## src/rtl/divider_scheduler_if.sv

```systemverilog
// Request/response bundle between NUM_REQ requesters and the divider scheduler.
// Member names follow the scheduler's original port names.
interface divider_scheduler_if #(
  parameter int unsigned NUM_REQ = 4,
  parameter int unsigned ID_W    = 2
);
  logic [NUM_REQ-1:0]    req_valid;
  logic [NUM_REQ-1:0]    req_ready;
  logic [NUM_REQ*32-1:0] req_dividend;
  logic [NUM_REQ*16-1:0] req_divisor;
  logic                  rsp_valid;
  logic                  rsp_ready;
  logic [ID_W-1:0]       rsp_id;
  logic [31:0]           rsp_quotient;
  logic [15:0]           rsp_remainder;
  logic                  rsp_err;

  modport master (
    output req_valid, req_dividend, req_divisor, rsp_ready,
    input  req_ready, rsp_valid, rsp_id, rsp_quotient, rsp_remainder, rsp_err
  );

  modport slave (
    input  req_valid, req_dividend, req_divisor, rsp_ready,
    output req_ready, rsp_valid, rsp_id, rsp_quotient, rsp_remainder, rsp_err
  );
endinterface

```

## src/rtl/divider_scheduler.sv

```systemverilog
// Round-robin scheduler sharing one restoring 32/16 divider among NUM_REQ requesters;
// results return on a single response channel tagged with the requester id.
module divider_scheduler #(
  parameter int unsigned NUM_REQ    = 4,
  parameter int unsigned ID_W       = 2,
  parameter int unsigned DIV_CYCLES = 32
) (
  input  logic                clock,
  input  logic                reset_n,
  divider_scheduler_if.slave  bus,
  output logic [31:0]         div_dividend,
  output logic [15:0]         div_divisor,
  output logic                div_init,
  input  logic [31:0]         div_quotient,
  input  logic [15:0]         div_remainder,
  output logic                busy
);

  localparam int unsigned CNT_W = (DIV_CYCLES > 1) ? $clog2(DIV_CYCLES) : 1;
  localparam logic [CNT_W-1:0] CNT_LAST = CNT_W'(DIV_CYCLES - 1);
  localparam logic [ID_W-1:0]  ID_LAST  = ID_W'(NUM_REQ - 1);

  typedef enum logic [2:0] {
    S_IDLE,
    S_LOAD,
    S_RUN,
    S_CAPT,
    S_RESP
  } state_t;

  state_t           state_q;
  logic [ID_W-1:0]  rr_ptr_q;
  logic [CNT_W-1:0] cnt_q;
  logic [31:0]      dividend_q;
  logic [15:0]      divisor_q;
  logic             div_init_q;
  logic             busy_q;
  logic             rsp_valid_q;
  logic [ID_W-1:0]  rsp_id_q;
  logic [31:0]      rsp_quot_q;
  logic [15:0]      rsp_rem_q;
  logic             rsp_err_q;

  logic [31:0] dvd_arr [NUM_REQ];
  logic [15:0] dvs_arr [NUM_REQ];

  for (genvar g = 0; g < NUM_REQ; g++) begin : g_unpack
    assign dvd_arr[g] = bus.req_dividend[32*g +: 32];
    assign dvs_arr[g] = bus.req_divisor[16*g +: 16];
  end

  logic            grant_vld;
  logic [ID_W-1:0] grant_idx;
  logic [ID_W-1:0] cand_id;
  logic [31:0]     sel_dvd;
  logic [15:0]     sel_dvs;

  // First valid requester found walking forward from rr_ptr, wrapping at NUM_REQ.
  always_comb begin
    grant_vld = 1'b0;
    grant_idx = '0;
    cand_id   = '0;
    for (int unsigned k = 0; k < NUM_REQ; k++) begin
      cand_id = ID_W'((32'(rr_ptr_q) + k) % NUM_REQ);
      if (!grant_vld && bus.req_valid[cand_id]) begin
        grant_vld = 1'b1;
        grant_idx = cand_id;
      end
    end
  end

  assign sel_dvd = dvd_arr[grant_idx];
  assign sel_dvs = dvs_arr[grant_idx];

  always_comb begin
    bus.req_ready = '0;
    if (reset_n && (state_q == S_IDLE) && grant_vld) begin
      bus.req_ready[grant_idx] = 1'b1;
    end
  end

  always_ff @(posedge clock or negedge reset_n) begin
    if (!reset_n) begin
      state_q     <= S_IDLE;
      rr_ptr_q    <= '0;
      cnt_q       <= '0;
      dividend_q  <= '0;
      divisor_q   <= '0;
      div_init_q  <= 1'b0;
      busy_q      <= 1'b0;
      rsp_valid_q <= 1'b0;
      rsp_id_q    <= '0;
      rsp_quot_q  <= '0;
      rsp_rem_q   <= '0;
      rsp_err_q   <= 1'b0;
    end else begin
      case (state_q)
        S_IDLE: begin
          if (grant_vld) begin
            dividend_q <= sel_dvd;
            divisor_q  <= sel_dvs;
            rsp_id_q   <= grant_idx;
            rr_ptr_q   <= (grant_idx == ID_LAST) ? '0 : grant_idx + 1'b1;
            busy_q     <= 1'b1;
            if (sel_dvs == '0) begin
              // Divide-by-zero answers directly; the divider is never initialised.
              rsp_quot_q  <= '1;
              rsp_rem_q   <= '0;
              rsp_err_q   <= 1'b1;
              rsp_valid_q <= 1'b1;
              state_q     <= S_RESP;
            end else begin
              div_init_q <= 1'b1;
              state_q    <= S_LOAD;
            end
          end
        end
        S_LOAD: begin
          div_init_q <= 1'b0;
          cnt_q      <= '0;
          state_q    <= S_RUN;
        end
        S_RUN: begin
          cnt_q <= cnt_q + 1'b1;
          if (cnt_q == CNT_LAST) begin
            state_q <= S_CAPT;
          end
        end
        S_CAPT: begin
          rsp_quot_q  <= div_quotient;
          rsp_rem_q   <= div_remainder;
          rsp_err_q   <= 1'b0;
          rsp_valid_q <= 1'b1;
          state_q     <= S_RESP;
        end
        S_RESP: begin
          if (bus.rsp_ready) begin
            rsp_valid_q <= 1'b0;
            busy_q      <= 1'b0;
            state_q     <= S_IDLE;
          end
        end
        default: begin
          state_q <= S_IDLE;
        end
      endcase
    end
  end

  assign div_dividend      = dividend_q;
  assign div_divisor       = divisor_q;
  assign div_init          = div_init_q;
  assign busy              = busy_q;
  assign bus.rsp_valid     = rsp_valid_q;
  assign bus.rsp_id        = rsp_id_q;
  assign bus.rsp_quotient  = rsp_quot_q;
  assign bus.rsp_remainder = rsp_rem_q;
  assign bus.rsp_err       = rsp_err_q;

endmodule

```

## src/flat_wrapper.sv

```systemverilog
// flat-port wrapper written by rule: the top's interface ports become plain ports
module divider_scheduler_flat 
#(
  parameter int unsigned NUM_REQ    = 4,
  parameter int unsigned ID_W       = 2,
  parameter int unsigned DIV_CYCLES = 32
)
  (clock, reset_n, div_dividend, div_divisor, div_init, div_quotient, div_remainder, busy, bus_req_valid, bus_req_dividend, bus_req_divisor, bus_rsp_ready, bus_req_ready, bus_rsp_valid, bus_rsp_id, bus_rsp_quotient, bus_rsp_remainder, bus_rsp_err);
  divider_scheduler_if #(.NUM_REQ(NUM_REQ), .ID_W(ID_W)) bus_i ();
  input  logic clock;
  input  logic reset_n;
  output logic [31:0] div_dividend;
  output logic [15:0] div_divisor;
  output logic div_init;
  input  logic [31:0] div_quotient;
  input  logic [15:0] div_remainder;
  output logic busy;
  input wire logic [$bits(bus_i.req_valid)-1:0] bus_req_valid;
  input wire logic [$bits(bus_i.req_dividend)-1:0] bus_req_dividend;
  input wire logic [$bits(bus_i.req_divisor)-1:0] bus_req_divisor;
  input wire logic [$bits(bus_i.rsp_ready)-1:0] bus_rsp_ready;
  output wire logic [$bits(bus_i.req_ready)-1:0] bus_req_ready;
  output wire logic [$bits(bus_i.rsp_valid)-1:0] bus_rsp_valid;
  output wire logic [$bits(bus_i.rsp_id)-1:0] bus_rsp_id;
  output wire logic [$bits(bus_i.rsp_quotient)-1:0] bus_rsp_quotient;
  output wire logic [$bits(bus_i.rsp_remainder)-1:0] bus_rsp_remainder;
  output wire logic [$bits(bus_i.rsp_err)-1:0] bus_rsp_err;
  assign bus_i.req_valid = bus_req_valid;
  assign bus_i.req_dividend = bus_req_dividend;
  assign bus_i.req_divisor = bus_req_divisor;
  assign bus_i.rsp_ready = bus_rsp_ready;
  assign bus_req_ready = bus_i.req_ready;
  assign bus_rsp_valid = bus_i.rsp_valid;
  assign bus_rsp_id = bus_i.rsp_id;
  assign bus_rsp_quotient = bus_i.rsp_quotient;
  assign bus_rsp_remainder = bus_i.rsp_remainder;
  assign bus_rsp_err = bus_i.rsp_err;
  divider_scheduler #(.NUM_REQ(NUM_REQ), .ID_W(ID_W), .DIV_CYCLES(DIV_CYCLES)) u_core (.clock(clock), .reset_n(reset_n), .bus(bus_i), .div_dividend(div_dividend), .div_divisor(div_divisor), .div_init(div_init), .div_quotient(div_quotient), .div_remainder(div_remainder), .busy(busy));
endmodule
```

## config.mk

```make
export PLATFORM = sky130hd
export DESIGN_NAME = divider_scheduler_flat
export DESIGN_NICKNAME = d
export VERILOG_FILES = /design/src/rtl/divider_scheduler_if.sv /design/src/rtl/divider_scheduler.sv /design/src/flat_wrapper.sv
export SDC_FILE = /design/constraint.sdc
export NUM_CORES = 1
export LEC_CHECK = 0
export ABC_AREA = 1
export CELL_PAD_IN_SITES_DETAIL_PLACEMENT = 0
export CELL_PAD_IN_SITES_GLOBAL_PLACEMENT = 1
export CORE_ASPECT_RATIO = 1.1
export CORE_MARGIN = 1.5
export CORE_UTILIZATION = 29
export DETAILED_ROUTE_END_ITERATION = 10
export PLACE_DENSITY_LB_ADDON = 0.1
export SYNTH_ARGS = -nofsm -noshare
export SYNTH_HDL_FRONTEND = slang
export SYNTH_SLANG_ARGS = --single-unit
```

## constraint.sdc

```tcl
create_clock -name clock -period 5 [get_ports clock]
set_clock_uncertainty 0.1 [all_clocks]
set_input_delay 1 -clock clock [delete_from_list [all_inputs] [get_ports clock]]
set_output_delay 1 -clock clock [all_outputs]
set_load 0.1 [all_outputs]
```

==> metrics.sh <==
WORST_SETUP_HOLD_PATH_CLK_SLEW_NS=0.08
DIEHEIGHT_UM=162
WL_PER_CELL_UM=16.0
STARTING_DENSITY_OF_THE_CORE=0.294
SYNTHESIS.AREA_PER_INSTANCE_UM2=7.31
MAXSLEWHEADROOM=0.274
POST-ROUTE-DRC-COUNT=0
DRT_PASS1_ITERATIONS=4
FINAL_PERIOD_MINUS_WORST_SETUP_SLACK_NS=4.40
REPORT.FINAL.SLEW_VIOL_COUNT=0
WORSTHOLDPATHTYPE='reg2reg'
STARTPOINT_TYPE='primary input'
AREA.GROWTH.SYNTH_TO_FINAL_PCT=61.2
SHARE_OF_SYNTHESIZED_AREA_SPENT_ON_MULTIPLEXERS=0.0195
TOTAL_GLOBAL_ROUTING_OVERFLOW=0
TIMING.FINAL.HOLD_VIOLATIONS=0
PATH_MAX_FANOUT=28
TRITONCTS_NUM_SINKS=112
PIN_COUNT=353
CRITPATHBUFINV=6
WORST_SKEW_PAIR.LATE_LATENCY_NS=0.35
TIMING.CRITICAL_PATH.REQUIRED_NS=3.90
SYNTH_CELL_TYPE_COUNT=29
SYNTH_EDF_COUNT=0
YOSYSSEQAREASHARE=0.419
SYN-INSTANCE-COUNT=914
SYNTH_SEQ_CELLS=112
MIN_PERIOD_OVER_PERIOD=0.880
CRITICAL_PATH.STARTPOINT='bus_req_valid[3]'
DRT_ITER0_DRC=287
SYNTHARSTFLOPSHARE=1.00
TIMING_WORST_SETUP_PATH_TYPE='in2out'
WORST_HOLD_STARTPOINT='u_core.bus.rsp_remainder[5]'
CAP_VIOL_MAX_COUNT=0
SETUP_TOTAL_NEGATIVE_SLACK_NS=0
CHIP_WIDTH_UM=148
GRT_ANTENNA_BEFORE_REPAIR=1
COREAREA_UM2=22700
GRT_START_MAX_NET_PINS=60
SYNTH_AREA_LEADER_CELL='dfrtp_1'
SYNTHESIS.AREA_UM2=6680
GRT-BUSIEST-LAYER='met2'
SYNTH-XOR-AREA-SHARE=0
FINALCOREUTILIZATION=0.474
WORST_PATH_TOP_CELL_FAMILY_BY_DELAY='buffers and inverters'
ROOT_BUFFER='clkbuf_16'
SETUP_VIOL_COUNT_FINAL=0
ROUTED_WL_UM=24800
NETLIST_TOP_CELLS_COUNT='308 x nand2_1, 112 x dfrtp_1, 85 x inv_1'
GRT_USE_MET2=0.335
SYNTH_ADDER_AREA_SHARE=0.0112
CRITICAL-PATH-TOP-CELL-BY-COUNT='inv_1'
DRT-VIAS-PER-INSTANCE=4.55
HOLDBUFCOUNTCTS=0
YOSYSWARNINGCOUNT=0
H-TREE-DEPTH=3
END_KIND='output port'
SYNTHESIZED_NETS=1167
GLOBALROUTEMET1UTIL=0.267
TIMING.CRITICAL_PATH.CELLS='clkdlybuf4s50_1 > inv_1 > nand2_1 > nand3_1 > nand2_1 > inv_1 > nand3_1 > nand3_4 > inv_2 > ha_1 > inv_1 > nor2_1 > buf_12'
MAX_SLEW.WORST_PIN.SLEW_NS=1.09
GRT_UTIL_ALL_LAYERS=0.204
PORT_BUFFERS=352
GRT_FIRST_PASS_WIRELENGTH_UM=38500
DESIGN.DIE.AREA_UM2=24000
WORST_PATH_LARGEST_CELL_DELAY_NS=0.47
TIMING.RR.START='u_core.rr_ptr_q[0]'
POSTCTSRESIZEDCELLS=0
CTS_SETUP_BUFFERS=0
POST_SYNTH_MAIN_AREA_CONTRIBUTORS='dfrtp_1 42%, nand2_1 17%, nand3_1 6.1%, inv_1 4.8%, or2_2 4.7%'
TRITONCTS_CLOCK_TREE='built'
SYNTH.TOP_CELL.AREA_SHARE=0.419
NUMBER_OF_BUFFERS_CREATED_BY_CTS=9
FIRST_GLOBAL_VIAS=6879
FINAL_ANTENNA_NET_COUNT=0
TIMING.FMAX_MHz=227
LAYOUT-DRIVE-GT1-SHARE=0.0837
SYNTH_MOST_COMMON_CELL='nand2_1'
SYNTH-COMPOUND-AREA-SHARE=0.101
YS_DOMINANT_REG_CELL='dfrtp_1'
SYNTH_SIMPLE_GATE_AREA_FRAC=0.352
ROWS=58
DOMINANT_COMBINATIONAL_CELL_FAMILY_BY_AREA_AFTER_SYNTHESIS='simple AND/OR/NAND/NOR gates'
VIA_COUNT=7021
POST_LAYOUT_NETS=1491
GR-USAGE-MET3=0.0562
PLACE.GP.CONGESTION=0.787
HPWL_UM=18100
MAX-CLOCK-PATH-BUFFERS=2
NUMBER_OF_FILLERS_IN_THE_FINAL_LAYOUT=2324
WORST-ENDPOINT-ARRIVAL_NS=3.30
CRITICAL-PATH-SLOWEST-CELL='clkdlybuf4s50_1'
SETUP_REPAIR_AFTER_GLOBAL_ROUTING_MISSED_ITS_MARGIN='false'
OUTCOME='complete, no violations'
## state kept, by name, indices dropped and copies added (netlist names)
| name | flops |
|---|---|
| u_core.cnt_q | 5 |
| u_core.bus.rsp_quotient | 32 |
| u_core.div_init | 1 |
| u_core.div_divisor | 16 |
| u_core.bus.rsp_remainder | 16 |
| u_core.busy | 1 |
| u_core.state_q | 3 |
| u_core.div_dividend | 32 |
| u_core.bus.rsp_id | 2 |
| u_core.bus.rsp_valid | 1 |
| u_core.rr_ptr_q | 2 |
| u_core.bus.rsp_err | 1 |
## cell type report
| type | count | area [µm²] | share of cell area |
|---|---|---|---|
| clock buffers | 9 | 225 | 0.0209 |
| clock inverters | 6 | 75.1 | 0.00697 |
| well taps | 300 | 375 | 0.0348 |
| inverters | 91 | 344 | 0.0319 |
| multi-input cells | 655 | 3260 | 0.303 |
| repair buffers | 369 | 3690 | 0.342 |
| diodes | 1 | 2.50 | 0.000232 |
| flip-flops and latches | 112 | 2800 | 0.260 |
## tightest hold or removal path, stage by stage (launching register included)
cell	delay, ns
dfrtp_1	0.34
nand2_1	0.05
nand2_1	0.05
## cell usage in the layout (no fill, tap or decap), drive strengths merged
| master | instances |
|---|---|
| clkdlybuf4s50 | 347 |
| nand2 | 312 |
| dfrtp | 112 |
| inv | 93 |
| nand3 | 83 |
| nor2 | 59 |
| or2 | 50 |
| o211ai | 32 |
| nand4 | 31 |
| buf | 22 |
| a31oi | 21 |
| o21ai | 15 |
| a21oi | 14 |
| mux2i | 13 |
| a221o | 9 |
| clkbuf | 9 |
| o21bai | 6 |
| ha | 6 |
| o31ai | 2 |
| clkinv | 2 |
| diode | 1 |
| a211oi | 1 |
| nor3 | 1 |
| bufinv | 1 |
| clkinvlp | 1 |
## cell families (layout without fill, tap and decap cells)
kind of cell,after synthesis,in the layout
simple gates,536,536
buf+inv,147,475
mux,13,13
other cells,0,1
fa+ha+maj,6,6
flops,112,112
compound gates,100,100
## path summary, 6_finish.rpt
kind	to	slack [ns]	cells past startpoint
worst min-delay path	u_core.bus.rsp_remainder[5]	0.37	2
worst max-delay path	bus_req_ready[3]	0.60	13
max in group asynchronous	u_core.bus.rsp_quotient[12]	2.81	3
worst max register to register	u_core.bus.rsp_remainder[13]	1.58	20
min in group asynchronous	u_core.rr_ptr_q[0]	0.74	2
worst min register to register	u_core.bus.rsp_remainder[5]	0.37	2
## per-layer routing
layer	routed length, µm	share of wire
met1	10800	0.44
met2	11800	0.48
met3	1770	0.072
met4	321	0.013
met5	13	0.00053
## stage by stage
step | hold WS [ns] | instances | area (µm²) | worst slack (ns)
CTS | 0.372 | 1542 | 10800 | 0.564
global placement | 0.353 | 1527 | 10500 | 0.603
detailed placement | 0.357 | 1527 | 10500 | 0.573
finish | 0.373 | 1543 | 10800 | 0.601
global route | 0.392 | 1542 | 10800 | 0.348
floorplan | 0.340 | 914 | 6690 | 0.271
Power is not shown: default switching activity piles up to over one toggle a cycle in this logic, so the estimate is an artifact.
